[config.mk]
export PLATFORM = sky130hd
export DESIGN_NAME = seq_divider
export DESIGN_NICKNAME = d
export VERILOG_FILES = /design/src/rtl/div_pkg.sv /design/src/rtl/seq_divider.sv
export SDC_FILE = /design/constraint.sdc
export NUM_CORES = 1
export LEC_CHECK = 0
export ABC_CLOCK_PERIOD_IN_PS = 2400
export CAP_MARGIN = 15
export CORE_MARGIN = 10
export CORE_UTILIZATION = 51
export CTS_CLUSTER_DIAMETER = 60
export DETAILED_ROUTE_END_ITERATION = 6
export PLACE_DENSITY = 0.83
export REMOVE_ABC_BUFFERS = 1
export SLEW_MARGIN = 15
export SYNTH_ARGS = -nofsm -noshare
export SYNTH_HDL_FRONTEND = slang
export SYNTH_SLANG_ARGS = --single-unit
export TNS_END_PERCENT = 50
[constraint.sdc]
create_clock -name clk -period 2.4 [get_ports clk]
set_clock_uncertainty 0.1 [all_clocks]
set_input_delay 0.48 -clock clk [delete_from_list [all_inputs] [get_ports clk]]
set_output_delay 0.48 -clock clk [all_outputs]
set_load 0.005 [all_outputs]
[src/rtl/div_pkg.sv]
// Shared constants for the sequential repeated-subtraction divider.
// Holds the state encoding and the default operand width.
package div_pkg;

    localparam int DIV_N = 4;

    typedef enum logic [1:0] {
        S_IDLE = 2'd0,
        S_CALC = 2'd1,
        S_DONE = 2'd2
    } div_state_t;

endpackage

[src/rtl/seq_divider.sv]
// Multi-cycle unsigned divider: one compare/subtract per clock, quotient counted up.
// A zero divisor short-circuits to DONE with an all-ones quotient and the flag set.
module seq_divider
    import div_pkg::*;
#(
    parameter int N = DIV_N
) (
    input  logic         clk,
    input  logic         rst,
    input  logic         start,
    input  logic [N-1:0] dividend,
    input  logic [N-1:0] divisor,
    output logic [N-1:0] quotient,
    output logic [N-1:0] remainder,
    output logic         div_by_zero,
    output logic         busy,
    output logic         done
);

    div_state_t   state_reg;
    logic [N-1:0] rem_w;
    logic [N-1:0] quo_w;
    logic [N-1:0] div_w;

    // busy and done are registered copies of the state being entered, so they
    // line up exactly with state_reg without any combinational decode.
    always_ff @(posedge clk) begin
        if (rst) begin
            state_reg   <= S_IDLE;
            quotient    <= '0;
            remainder   <= '0;
            div_by_zero <= 1'b0;
            busy        <= 1'b0;
            done        <= 1'b0;
            rem_w       <= '0;
            quo_w       <= '0;
            div_w       <= '0;
        end else begin
            case (state_reg)
                S_IDLE: begin
                    done <= 1'b0;
                    if (start) begin
                        div_w <= divisor;
                        rem_w <= dividend;
                        quo_w <= '0;
                        busy  <= 1'b1;
                        if (divisor == '0) begin
                            quotient    <= '1;
                            remainder   <= dividend;
                            div_by_zero <= 1'b1;
                            done        <= 1'b1;
                            state_reg   <= S_DONE;
                        end else begin
                            state_reg <= S_CALC;
                        end
                    end else begin
                        busy <= 1'b0;
                    end
                end

                S_CALC: begin
                    busy <= 1'b1;
                    // The guard ensures the subtraction never borrows and quo_w
                    // tops out at 2^N-1 (dividend all ones, divisor one).
                    if (rem_w >= div_w) begin
                        rem_w <= rem_w - div_w;
                        quo_w <= quo_w + 1'b1;
                        done  <= 1'b0;
                    end else begin
                        quotient    <= quo_w;
                        remainder   <= rem_w;
                        div_by_zero <= 1'b0;
                        done        <= 1'b1;
                        state_reg   <= S_DONE;
                    end
                end

                S_DONE: begin
                    busy      <= 1'b0;
                    done      <= 1'b0;
                    state_reg <= S_IDLE;
                end

                default: begin
                    busy      <= 1'b0;
                    done      <= 1'b0;
                    state_reg <= S_IDLE;
                end
            endcase
        end
    end

endmodule

==> out/qor.log <==
INFO  status         status=completed
INFO  cts            tritoncts.num_buffers=3
INFO  floorplanning  core.rowCount=17
INFO  cts            cts.hold.buffers_added=0
INFO  worst_setup_path critical_path_required=2.53ns
INFO  timing         worst-slew-pin-transition=0.541ns
INFO  cells_and_area layout.filler_cells=193
INFO  place          routabilityCongestion=0.845
INFO  timing         rsz0062_at_grt=no
INFO  worst_setup_path critical_path.cell_chain=inv_1 -> ha_1 -> fa_1 -> a21bo_4 -> a311o_2 -> nand2_4 -> o221a_2
INFO  cts            post_cts.repair.setup_buffers=0
INFO  timing         min_period_over_period=0.914
INFO  global_route   maximum_number_of_pins_on_one_net_before_global_route_repair=20
INFO  floorplanning  die_h=69.7um
INFO  pwr            leakage=0.562nW
INFO  synth          synth.cell_area=1260um^2
INFO  worst_setup_path worst_r2r_path_depth=7
INFO  timing         maxSlewViolCount=0
INFO  drt            drt.antenna.violating_nets=0
INFO  timing         report.final.hold_viol_count=0
INFO  worst_setup_path crit_path_top_delay_cell=sky130_fd_sc_hd__fa_1
INFO  timing         totalNegativeSetupSlack=0ns
INFO  drt            drt_first_iter_violations=53
INFO  place          detailedPlacementHpwl=2340um
INFO  timing         min_setup_slack_post_route=0.207ns
INFO  timing         worst_case_headroom_to_the_max_slew_limit=0.638
INFO  synth          yosys-top-cells-area=sky130_fd_sc_hd__dfxtp_1, sky130_fd_sc_hd__nand2_1, sky130_fd_sc_hd__ha_1
INFO  drt            vias_per_cell=5.88
INFO  timing         timing.fmax=456MHz
INFO  worst_setup_path critical_path_arrival=2.32ns
INFO  cells_and_area post_route_cells_drive_above_1_share=0.149
INFO  cts            worst_setup_hold_path_clk_slew=0.13ns
INFO  cts            cts_tree=yes
INFO  place          port_buffers=21
INFO  cells_and_area layout_commonest_cell=sky130_fd_sc_hd__dfxtp_1
INFO  pwr            finalPower=1.45mW
INFO  global_route   globalRouteOverflowTotal=0
INFO  place          dpl_worst_slack=0.211ns
INFO  cells_and_area nets=172
INFO  run            max-cap-violations=0
INFO  cells_and_area final_cell_mix=sky130_fd_sc_hd__dfxtp_1, sky130_fd_sc_hd__clkdlybuf4s50_1, sky130_fd_sc_hd__nand2_1
INFO  cells_and_area finalNonFillerCells=182
INFO  floorplanning  starting_density_of_the_core=0.554
INFO  cells_and_area finalCoreUtilization=0.670
INFO  synth          synth.top_cell.area_share=0.397
INFO  cts            clock_insertion_delay_worst_skew=0.32ns
INFO  place          dp.cells=178
INFO  worst_setup_path setup.worst_path.class=flip-flop to flip-flop
INFO  global_route   grt_pass1_vias=1132
INFO  drt            drt_first_pass_iters=4
INFO  cells_and_area area_delta_synth_final=21.0%
INFO  synth          postSynthRegisterBits=25
INFO  hold_path      worstHoldPathCells=2
INFO  global_route   global_route_wire_length_before_repair=5150um
INFO  synth          synth_top_area_cell=sky130_fd_sc_hd__dfxtp_1
INFO  synth          synth_area_per_cell=9.62um^2
INFO  cts            htreeDepth=1
INFO  drt            route.detailed.drc=0
INFO  floorplanning  core-area=2280um^2
INFO  synth          warnings_from_yosys=0
INFO  floorplanning  fp.dieArea=4860um^2
INFO  cts            post_cts_resized=0
INFO  cts            clock_tree.root_cell=sky130_fd_sc_hd__clkbuf_4
INFO  cts            number_of_clock_sinks=25
INFO  worst_setup_path worst-path-max-fanout=8
INFO  worst_setup_path setup.worst_path.start_class=flip-flop
INFO  drt            wire_per_inst=16.0um
INFO  timing         setup_viol_count_final=0
INFO  drt            route.vias.total=1071
INFO  worst_setup_path cpPeakStageDelay=0.42ns
INFO  cts            ctsLongestPathBuffers=2
INFO  synth          syn_inst=131
INFO  global_route   grt_antenna_before_repair=0
INFO  hold_path      worstHoldPathType=flip-flop to flip-flop
INFO  pwr            power-per-cell-area=953nW/um^2
INFO  floorplanning  total_i_o_pin_count=22
INFO  global_route   track_usage=0.122
INFO  pwr            worst_ir_drop_vdd=0.726mV
INFO  drt            totalWireLength=2910um
INFO  worst_setup_path sort_of_element_at_the_end_of_the_critical_path=flip-flop
INFO  floorplanning  fp.dieW=69.7um
INFO  synth          netlist-cell-type-count=43
INFO  timing         time_the_final_worst_path_needs_with_i_o_delays_and_setup=2.19ns
INFO  cells_and_area insertedDiodeCount=0
INFO  synth          seq_area_frac_synth=0.397
==> worst paths after layout <==
kind              startpoint           to  slack (ns)
hold / removal      div_w[3]     div_w[3]        0.37
setup / recovery    rem_w[0]  quotient[2]        0.21
hold reg to reg     div_w[3]     div_w[3]        0.37
setup reg to reg    rem_w[0]  quotient[2]        0.21
==> where the power goes <==
part	switching, mW	internal, mW	leakage (nW)
registers	0.0702	0.507	0.205
clock network	0.124	0.0625	0.0177
logic	0.362	0.328	0.340
total	0.555	0.897	0.562
==> area by class of cell <==
class | instances | area [um^2] | area share
Clock buffer | 3 | 22.5 | 0.0148
Clock inverter | 1 | 5.00 | 0.00328
Inverter | 7 | 26.3 | 0.0172
Multi-Input combinational cell | 94 | 702 | 0.461
Sequential cell | 25 | 500 | 0.328
Tap cell | 28 | 35.0 | 0.0230
Timing Repair Buffer | 24 | 233 | 0.153
==> stage by stage <==
stage / cell area [um^2] / hold WS (ns)
2_1_floorplan: 1230 / 0.330
3_3_place_gp: 1500 / 0.351
3_5_place_dp: 1500 / 0.354
4_1_cts: 1520 / 0.373
5_1_grt: 1520 / 0.397
6_report: 1520 / 0.370
==> synthesized netlist by cell type, drive strengths merged <==
cell	count
nor2b	1
or3	1
or4	1
a21bo	1
fa	1
or3b	1
nor3	8
nand3	3
o21ai	5
a21oi	11
nand3b	2
buf	3
a22oi	1
dfxtp	25
and2	1
a311oi	6
xor2	1
nor2	7
nor3b	1
nand2b	2
a2111oi	1
and4b	1
a22o	1
mux2i	1
inv	7
nand4	1
a221oi	4
or2b	1
a21o	1
clkbuf	2
nand2	18
ha	5
o221a	4
a211o	1
a311o	1
==> routing by layer <==
metal,global-route usage,vias up,share of wire
met5,0,-,0
met4,0.0239,0,0.010
met3,0.0442,6,0.066
met2,0.217,36,0.49
met1,0.135,497,0.44
li1,-,532,-
==> cells by family after synthesis <==
kind of cell	count (synthesis)	share of synthesized area
muxes	1	0.00794
AOI/OAI and AO/OA	37	0.257
and+or+nand+nor	49	0.219
DFF	25	0.397
adders and majority gates	6	0.0655
xor gates and xnor gates	1	0.00695
buffers and inverters	12	0.0457
==> worst max-delay path, delay by kind of cell, from the launching register on <==
| family | cells | cell delay, ns |
|---|---|---|
| AO/OA/AOI/OAI | 3 | 0.82 |
| adder cells (fa/ha/maj) | 2 | 0.63 |
| AND/OR/NAND/NOR | 1 | 0.11 |
| buffers and inverters | 1 | 0.06 |
| flip-flops | 1 | 0.38 |
Power figures use the tool's default switching activity.
